File: config.mk
export PLATFORM = sky130hd
export DESIGN_NAME = i2s_tdm_rx
export DESIGN_NICKNAME = d
export VERILOG_FILES = /design/src/rtl/i2s_tdm_rx.sv
export SDC_FILE = /design/constraint.sdc
export NUM_CORES = 1
export LEC_CHECK = 0
export ABC_AREA = 0
export CORE_ASPECT_RATIO = 1.2
export CORE_UTILIZATION = 50
export DETAILED_ROUTE_END_ITERATION = 8
export GPL_TIMING_DRIVEN = 0
export PLACE_DENSITY = 0.69
export SLEW_MARGIN = 20
export SYNTH_ARGS = -nofsm -noshare
export SYNTH_HDL_FRONTEND = slang
export SYNTH_SLANG_ARGS = --single-unit
File: constraint.sdc
create_clock -name clk -period 6.9 [get_ports clk]
set_input_delay 1.38 -clock clk [delete_from_list [all_inputs] [get_ports clk]]
set_output_delay 1.38 -clock clk [all_outputs]
set_load 0.005 [all_outputs]
File: src/rtl/i2s_tdm_rx.sv
// I2S/TDM receiver: oversamples bclk/lrck/datai in the clk domain, deserialises
// per-slot words and streams them out through a small valid/ready FIFO.
module i2s_tdm_rx #(
  parameter int unsigned DATA_W      = 32,
  parameter int unsigned MAX_SLOTS   = 16,
  parameter int unsigned FIFO_DEPTH  = 4,
  parameter int unsigned SYNC_STAGES = 2,
  localparam int unsigned SLOT_W     = $clog2(MAX_SLOTS)
) (
  input  logic              clk,
  input  logic              rst_n,
  input  logic              bclk,
  input  logic              lrck,
  input  logic              datai,
  input  logic              cfg_enable,
  input  logic [4:0]        cfg_tdm_num,
  input  logic [5:0]        cfg_word_width,
  input  logic              cfg_lrck_polarity,
  input  logic              cfg_lrck_delay,
  output logic              m_valid,
  input  logic              m_ready,
  output logic [DATA_W-1:0] m_data,
  output logic [SLOT_W-1:0] m_slot,
  output logic              m_last,
  output logic              overflow,
  output logic              frame_err,
  output logic [31:0]       frame_count
);

  localparam int unsigned TDM_W = 5;
  localparam int unsigned WW_W  = 6;
  localparam int unsigned AW    = $clog2(FIFO_DEPTH);
  localparam int unsigned ENT_W = DATA_W + SLOT_W + 1;

  localparam logic [1:0] ST_IDLE = 2'd0;
  localparam logic [1:0] ST_HUNT = 2'd1;
  localparam logic [1:0] ST_RUN  = 2'd2;
  localparam logic [1:0] ST_WAIT = 2'd3;

  // Pin synchronisers and bclk rising-edge strobe
  logic [SYNC_STAGES-1:0] bclk_sync, lrck_sync, data_sync;
  logic                   bclk_q, lrck_last;
  logic                   bclk_s, lrck_s, data_s, strobe, fs;

  always_ff @(posedge clk or negedge rst_n) begin
    if (!rst_n) begin
      bclk_sync <= '0;
      lrck_sync <= '0;
      data_sync <= '0;
      bclk_q    <= 1'b0;
      lrck_last <= 1'b0;
    end else begin
      bclk_sync <= {bclk_sync[SYNC_STAGES-2:0], bclk};
      lrck_sync <= {lrck_sync[SYNC_STAGES-2:0], lrck};
      data_sync <= {data_sync[SYNC_STAGES-2:0], datai};
      bclk_q    <= bclk_s;
      if (strobe) lrck_last <= lrck_s;
    end
  end

  assign bclk_s = bclk_sync[SYNC_STAGES-1];
  assign lrck_s = lrck_sync[SYNC_STAGES-1];
  assign data_s = data_sync[SYNC_STAGES-1];
  assign strobe = bclk_s & ~bclk_q;
  // lrck is compared strobe-to-strobe, so the edge is seen on the first strobe after it
  assign fs     = strobe & (cfg_lrck_polarity ? (lrck_s & ~lrck_last) : (~lrck_s & lrck_last));

  // Configuration clamping applied when the shadow copy is taken
  logic [TDM_W-1:0] tdm_clamp;
  logic [WW_W-1:0]  ww_clamp;

  always_comb begin
    tdm_clamp = cfg_tdm_num;
    if (cfg_tdm_num == '0)                      tdm_clamp = TDM_W'(1);
    else if (cfg_tdm_num > TDM_W'(MAX_SLOTS))   tdm_clamp = TDM_W'(MAX_SLOTS);
    ww_clamp = cfg_word_width;
    if (cfg_word_width == '0 || cfg_word_width > WW_W'(DATA_W)) ww_clamp = WW_W'(DATA_W);
  end

  // Deserialiser state
  logic [1:0]        state, state_n;
  logic [WW_W-1:0]   bit_cnt, bit_n;
  logic [SLOT_W-1:0] slot_cnt, slot_n;
  logic [TDM_W-1:0]  tdm_sh, tdm_n;
  logic [WW_W-1:0]   ww_sh, ww_n;
  logic [DATA_W-1:0] shift_q, shift_n, shifted;
  logic              word_done, slot_last, restart;
  logic              push_c, push_last_c, err_c;
  logic [DATA_W-1:0] push_data_c;
  logic [SLOT_W-1:0] push_slot_c;

  assign shifted   = (bit_cnt == '0) ? DATA_W'(data_s) : {shift_q[DATA_W-2:0], data_s};
  assign word_done = (bit_cnt == ww_sh - WW_W'(1));
  assign slot_last = (TDM_W'(slot_cnt) == tdm_sh - TDM_W'(1));

  always_comb begin
    state_n     = state;
    bit_n       = bit_cnt;
    slot_n      = slot_cnt;
    tdm_n       = tdm_sh;
    ww_n        = ww_sh;
    shift_n     = shift_q;
    push_c      = 1'b0;
    push_data_c = shifted;
    push_slot_c = slot_cnt;
    push_last_c = 1'b0;
    err_c       = 1'b0;
    restart     = 1'b0;

    if (!cfg_enable) begin
      state_n = ST_IDLE;
      bit_n   = '0;
      slot_n  = '0;
    end else begin
      unique case (state)
        ST_IDLE: state_n = ST_HUNT;
        ST_HUNT: restart = fs;
        ST_RUN: begin
          if (strobe) begin
            if (word_done) begin
              push_c      = 1'b1;
              push_data_c = shifted;
              push_slot_c = slot_cnt;
              push_last_c = slot_last;
            end
            // A completed word is pushed before a coincident frame start restarts the frame
            if (fs) begin
              restart = 1'b1;
              err_c   = word_done ? !slot_last : (bit_cnt != '0 || slot_cnt != '0);
            end else if (word_done) begin
              shift_n = shifted;
              bit_n   = '0;
              if (slot_last) state_n = ST_WAIT;
              else           slot_n  = slot_cnt + SLOT_W'(1);
            end else begin
              shift_n = shifted;
              bit_n   = bit_cnt + WW_W'(1);
            end
          end
        end
        ST_WAIT: restart = fs;
        default: state_n = ST_IDLE;
      endcase
    end

    if (restart) begin
      tdm_n   = tdm_clamp;
      ww_n    = ww_clamp;
      state_n = ST_RUN;
      slot_n  = '0;
      bit_n   = '0;
      // Without the one-bclk delay the frame-start strobe already carries the MSB
      if (!cfg_lrck_delay) begin
        shift_n = DATA_W'(data_s);
        if (ww_clamp == WW_W'(1)) begin
          if (!push_c) begin
            push_c      = 1'b1;
            push_data_c = DATA_W'(data_s);
            push_slot_c = '0;
            push_last_c = (tdm_clamp == TDM_W'(1));
            if (tdm_clamp == TDM_W'(1)) state_n = ST_WAIT;
            else                        slot_n  = SLOT_W'(1);
          end
        end else begin
          bit_n = WW_W'(1);
        end
      end
    end
  end

  logic              push_req, push_last;
  logic [DATA_W-1:0] push_data;
  logic [SLOT_W-1:0] push_slot;

  always_ff @(posedge clk or negedge rst_n) begin
    if (!rst_n) begin
      state     <= ST_IDLE;
      bit_cnt   <= '0;
      slot_cnt  <= '0;
      tdm_sh    <= TDM_W'(1);
      ww_sh     <= WW_W'(DATA_W);
      shift_q   <= '0;
      push_req  <= 1'b0;
      push_data <= '0;
      push_slot <= '0;
      push_last <= 1'b0;
      frame_err <= 1'b0;
    end else begin
      state     <= state_n;
      bit_cnt   <= bit_n;
      slot_cnt  <= slot_n;
      tdm_sh    <= tdm_n;
      ww_sh     <= ww_n;
      shift_q   <= shift_n;
      push_req  <= push_c;
      frame_err <= err_c;
      if (push_c) begin
        push_data <= push_data_c;
        push_slot <= push_slot_c;
        push_last <= push_last_c;
      end
    end
  end

  // Output FIFO with a registered head entry
  logic [ENT_W-1:0] mem [FIFO_DEPTH];
  logic [AW-1:0]    wr_ptr, rd_ptr, rd_n;
  logic [AW:0]      count, count_n;
  logic             pop, full, push_ok;
  logic [ENT_W-1:0] entry_in, head_n;

  assign pop      = m_valid & m_ready;
  assign full     = (count == (AW+1)'(FIFO_DEPTH));
  assign push_ok  = push_req & (~full | pop);
  assign entry_in = {push_data, push_slot, push_last};
  assign rd_n     = pop ? rd_ptr + AW'(1) : rd_ptr;

  always_comb begin
    unique case ({push_ok, pop})
      2'b10:   count_n = count + (AW+1)'(1);
      2'b01:   count_n = count - (AW+1)'(1);
      default: count_n = count;
    endcase
    if (count_n == '0)                        head_n = {m_data, m_slot, m_last};
    else if (push_ok && (wr_ptr == rd_n))     head_n = entry_in;
    else                                      head_n = mem[rd_n];
  end

  always_ff @(posedge clk) begin
    if (push_ok) mem[wr_ptr] <= entry_in;
  end

  always_ff @(posedge clk or negedge rst_n) begin
    if (!rst_n) begin
      wr_ptr      <= '0;
      rd_ptr      <= '0;
      count       <= '0;
      m_valid     <= 1'b0;
      m_data      <= '0;
      m_slot      <= '0;
      m_last      <= 1'b0;
      overflow    <= 1'b0;
      frame_count <= '0;
    end else begin
      if (push_ok) wr_ptr <= wr_ptr + AW'(1);
      rd_ptr   <= rd_n;
      count    <= count_n;
      m_valid  <= (count_n != '0);
      {m_data, m_slot, m_last} <= head_n;
      overflow <= push_req & ~push_ok;
      if (push_req && push_last) frame_count <= frame_count + 32'd1;
    end
  end

endmodule

Word-level counts from Yosys, hierarchy flattened
Memories as Yosys holds them, arrays and structs flattened. A register that Yosys moved wholly into a read port is not among the register bits. Cells that the tools add are included.

Register bits: 143. Bits in writable memories: 148. Output and inout port bits: 72. Logic and storage cells: 162. Memories: 1.

$add $sub $neg: 9. $lt $le $gt $ge: 2. Equality and inequality tests: 20. Muxes and demuxes: 77. Bitwise logic cells: 13. Reduce and logical (&&, ||, !) cells: 18.

Memory list: mem (depth 4, width 37, rd ports 1, clocked after memory_dff 1, wr ports 1, RTL line 206) `logic [ENT_W-1:0] mem [FIFO_DEPTH];`.

Operator list (number): $mux 32 (11); $mux 4 (11); $mux 6 (7); $mux 1 (36); $add 32x1->32 const B (1); $ne 4x4->1 const B (4); $mux 2 (7); $logic_not 6->1 (2); $mux 5 (2); $reduce_and 5->1 (2); $ne 3x1->1 const B (3); $and 1x1->1 (7); $add 6x1->6 const B (1); $eq 2x2->1 const B (3); $eq 6x1->1 const B (1); $eq 6x6->1 (1); $gt 6x6->1 const B (1); $ne 3x2->1 const B (2); $pmux 3 s2 (1); $reduce_bool 6->1 (1); $sub 6x1->6 const B (1); $eq 4x5->1 (1); $eq 5x1->1 const B (1); $gt 5x5->1 const B (1); other kinds (22) (31).

Longest topological paths before layout
Depth in word-level cells: 10. Mapped depth: 14. Depth with buffers taken out: 12.

Least setup slack after synthesis
OpenSTA, ideal clock, no wires.

Path type: input-to-reg. Start point: input port m_ready. End point: register m_data[24] (read register of mem). Setup time: 0.136 ns. Data arrival time: 3.566 ns. Data required time: 6.764 ns. Setup slack: 3.198 ns. Stages: 13. Buffers on the path: 2. Cells stage by stage: nand2_1 a31oi_1 inv_1 ha_1 inv_1 fa_1 xor2_1 nor2_1 xnor2_1 and3_1 clkbuf_1 clkbuf_1 o21ai_0.

Cells in the longest elaborated chain, start to end: 7.

Ends and longest elaborated chain: start, declared (RTL line 21) `input logic m_ready,`; $and 1x1->1 * (RTL line 212) `assign pop = m_valid & m_ready;`; $or 1x1->1 (RTL line 214) `assign push_ok = push_req & (~full | pop);`; $and 1x1->1 (RTL line 214); $eq 2x1->1 / $eq 2x2->1 (equally long branches) (RTL line 219) `unique case ({push_ok, pop})`; $pmux 3 s2 (RTL line 219); $logic_not 3->1 (RTL line 224) `if (count_n == '0) head_n = {m_data, m_slot, m_last};`; $logic_not 1->1 (no line); end, declared (RTL line 22) `output logic [DATA_W-1:0] m_data,`.

Every way passes the cells marked *; elsewhere a longest branch is shown, timed or not. A chain may end at the register's enable or synchronous reset.

Worst setup path after layout
Start point: input port m_ready. End point: register m_data[3] (read register of mem).

Same word-level chain as after synthesis.

==> results.sh <==
export IMPL_status="finished, final reports clean"
export IMPL_clkPwrFrac_pct=31.1
export IMPL_synthAdderAreaFrac_pct=1.27
export IMPL_grt_pass1_wl_um=42100
export IMPL_drtIter0Drc=415
export IMPL_seq_power_share_pct=43.8
export IMPL_clk_latency_ps=560
export IMPL_synthTopCellsByCount="177 x dfrtp_1, 148 x edfxtp_1, 104 x nand2_1, 50 x o21ai_0, 45 x nand3_1"
export IMPL_grt_setup_unrepaired="no"
export IMPL_synthMostInstantiatedCell="dfrtp_1"
export IMPL_root_buffer="clkbuf_16"
export IMPL_syn_area_mm2=0.0134
export IMPL_netlist_cell_type_count=61
export IMPL_crit_type="primary input to flip-flop"
export IMPL_die_x_um=151
export IMPL_areaGrowthSynthToFinish_pct=18.2
export IMPL_n_fill_cell=2085
export IMPL_hpwl_um=17100
export IMPL_p_int_mw=3.77
export IMPL_grt_max_degree=86
export IMPL_synth_seq_cells=327
export IMPL_ys_seq_area_share_pct=66.8
export IMPL_cts_tree="done"
export IMPL_nNetsFinal=1103
export IMPL_post_cts_buffers=0
export IMPL_crit_start="m_ready"
export IMPL_p_leak_nw=5.95
export IMPL_drv_cap=0
export IMPL_worst_pin_slew_ps=761
export IMPL_cts_resized=0
export IMPL_setup_viol=0
export IMPL_fin_hold_ws_ps=345
export IMPL_vias_per_cell=5.48
export IMPL_ctsHoldBuffers=0
export IMPL_synth_edf_count=148
export IMPL_p_sw_mw=1.41
export IMPL_required_ps=7360
export IMPL_synth_async_reset_ratio_pct=54.7
export IMPL_fin_skew_ps=18.7
export IMPL_r2r_start="push_req"
export IMPL_cellPowerDensity_mw_per_mm2=328
export IMPL_pin_count=92
export IMPL_cp_start_kind="primary input"
export IMPL_drt_first_pass_iters=5
export IMPL_synth_simple_area_share_pct=9.07
export IMPL_wl_um=25700
export IMPL_place_area_mm2=0.0148
export IMPL_start_util_pct=50.9
export IMPL_hold_violations=0
export IMPL_slew_headroom_pct=49.1
export IMPL_end_kind="flip-flop"
export IMPL_cts_buffer_depth=3
export IMPL_arrival_ps=5030
export IMPL_die_area_mm2=0.0274
export IMPL_synth_compound_area_share_pct=7.01
export IMPL_hold_path_class="flip-flop to flip-flop"
export IMPL_dieHeight_um=181
export IMPL_grt_pass1_vias=7967
export IMPL_grt_ovfl_total=0
export IMPL_cts_htree_levels=1
export IMPL_wire_per_inst_um=18.0
export IMPL_synthCells=940
export IMPL_combPwrFrac_pct=25.1
export IMPL_clock_fmax_mhz=219
export IMPL_synth_area_leaders="edfxtp_1 33%, dfrtp_1 33%, mux4_2 6.2%"
export IMPL_clk_pin_slew_worst_paths_ps=60
export IMPL_synth_xor_xnor_area_share_pct=3.73
export IMPL_coreArea_mm2=0.0263
export IMPL_synth_fp_nets=973
export IMPL_yosys_most_used_dff="dfrtp_1"
export IMPL_layout_drive_gt1_share_pct=12.7
export IMPL_gp_congestion=0.778
export IMPL_cts_buffers=31
export IMPL_antenna_found_initial=0
export IMPL_design_area_mm2=0.0158
export IMPL_yosys_warnings=0
export IMPL_synth_top_cell_area_share_pct=33.2
export IMPL_grt_util_all_layers_pct=19.7
export IMPL_hp_start="lrck_sync[0]"
export IMPL_antenna_cells=0
export IMPL_numPortBuffers=91
export IMPL_synth_largest_area_cell="edfxtp_1"
export IMPL_fin_tns_setup_ps=0
export IMPL_vias=7834
export IMPL_syn_area_per_cell_um2=14.2
export IMPL_fin_total_pwr_mw=5.18
export IMPL_route_detailed_drc=0
export IMPL_muxShareOfSynthArea_pct=9.57
export IMPL_switching_share_pct=27.3
export IMPL_num_rows=65
export IMPL_peakVddDrop_mv=0.201
export IMPL_antenna_left=0
export IMPL_crit_fanout=10
export IMPL_slew_viol_final=0
export IMPL_period_share_pct=66.3
export IMPL_synth_top_family_by_area="multiplexers"
export IMPL_layout_min_cycle_time_ps=4580
export IMPL_clock_sinks=327
logic make-up (layout without fill, tap and decap cells):
family / count (synthesis) / count (layout)
simple gates: 250 / 250
buf+inv: 70 / 224
fa+ha+maj: 13 / 13
flops: 327 / 327
compound gates: 142 / 142
xor+xnor: 57 / 57
mux: 81 / 81
worst max-delay path, cell delays in order:
cell,delay [ps]
clkdlybuf4s50_1,480
nand2_1,90
a31oi_1,530
inv_1,180
ha_1,260
inv_1,70
fa_1,170
xor2_1,150
nor2_1,70
xnor2_1,180
and3_1,310
clkbuf_1,490
clkbuf_1,490
nand2_1,100
o21ai_0,90
through the flow:
step	instances	setup WS (ps)	utilization [%]
2_1_floorplan	940	3200	-
3_3_place_gp	1366	-3190	55.9
3_5_place_dp	1372	1770	56.5
4_1_cts	1429	2280	60.2
5_1_grt	1429	2060	60.2
6_report	1429	2320	60.2
state kept, by name (all words and copies together) (netlist names), 2 cells and up:
name	cells
lrck_sync	2
state	2
bclk_sync	2
frame_count	32
mem	148
rd_ptr	2
data_sync	2
m_slot	4
push_data	32
push_slot	4
ww_sh	6
count	3
wr_ptr	2
tdm_sh	5
m_data	32
bit_cnt	6
shift_q	31
slot_cnt	4
routing by layer:
| metal | routed length (um) | vias up | track usage (%) | part of all wire (%) |
|---|---|---|---|---|
| met1 | 11000 | 3955 | 26.7 | 43 |
| met3 | 1240 | 34 | 3.06 | 4.8 |
| met4 | 427 | 0 | 4.60 | 1.7 |
| li1 | - | 3688 | - | - |
| met2 | 13000 | 157 | 33.3 | 51 |
| met5 | 0 | - | 0 | 0 |
placed cells by master, fill, tap and decap left out, types with 7 or more instances in the layout:
cell	instances
nand2_1	104
clkbuf_16	31
a22o_2	15
a22o_1	20
mux2i_1	40
xor2_1	23
nand4_1	9
nor2_1	34
xnor2_1	34
clkdlybuf4s50_1	90
a21oi_1	37
nor3_1	8
buf_6	8
nand3_1	45
o21ai_0	50
nand2b_1	10
mux4_2	37
ha_1	12
edfxtp_1	148
clkinv_2	7
clkbuf_1	39
dfrtp_1	177
inv_1	26
final cells by class:
| cell class | instances | area (um2) | share of cell area [%] |
|---|---|---|---|
| Buffer | 44 | 245 | 1.55 |
| Clock buffer | 47 | 886 | 5.60 |
| Clock inverter | 10 | 77.6 | 0.491 |
| Inverter | 26 | 97.6 | 0.617 |
| Multi-Input combinational cell | 543 | 4100 | 26.0 |
| Sequential cell | 327 | 8930 | 56.5 |
| Tap cell | 335 | 419 | 2.65 |
| Timing Repair Buffer | 97 | 1050 | 6.65 |
final timing paths:
path                                    to  slack, ps  depth (start not counted)
max                              m_data[3]       2320                         15
min                           lrck_sync[1]        350                          0
max reg2reg                      m_data[3]       3230                         14
min reg2reg                   lrck_sync[1]        350                          0
max in group asynchronous  frame_count[31]       5170                          3
min in group asynchronous       m_data[30]        660                          1
power groups by stage:
stage / Combinational [mW] / Clock (mW) / Sequential [mW]
3_3_place_gp: 1.31 / 0 / 2.31
4_1_cts: 1.34 / 1.65 / 2.28
3_5_place_dp: 1.33 / 0 / 2.31
5_1_grt: 1.46 / 1.73 / 2.29
6_report: 1.30 / 1.61 / 2.27
2_1_floorplan: 0.836 / 0 / 2.31
Power figures use the tool's default switching activity.
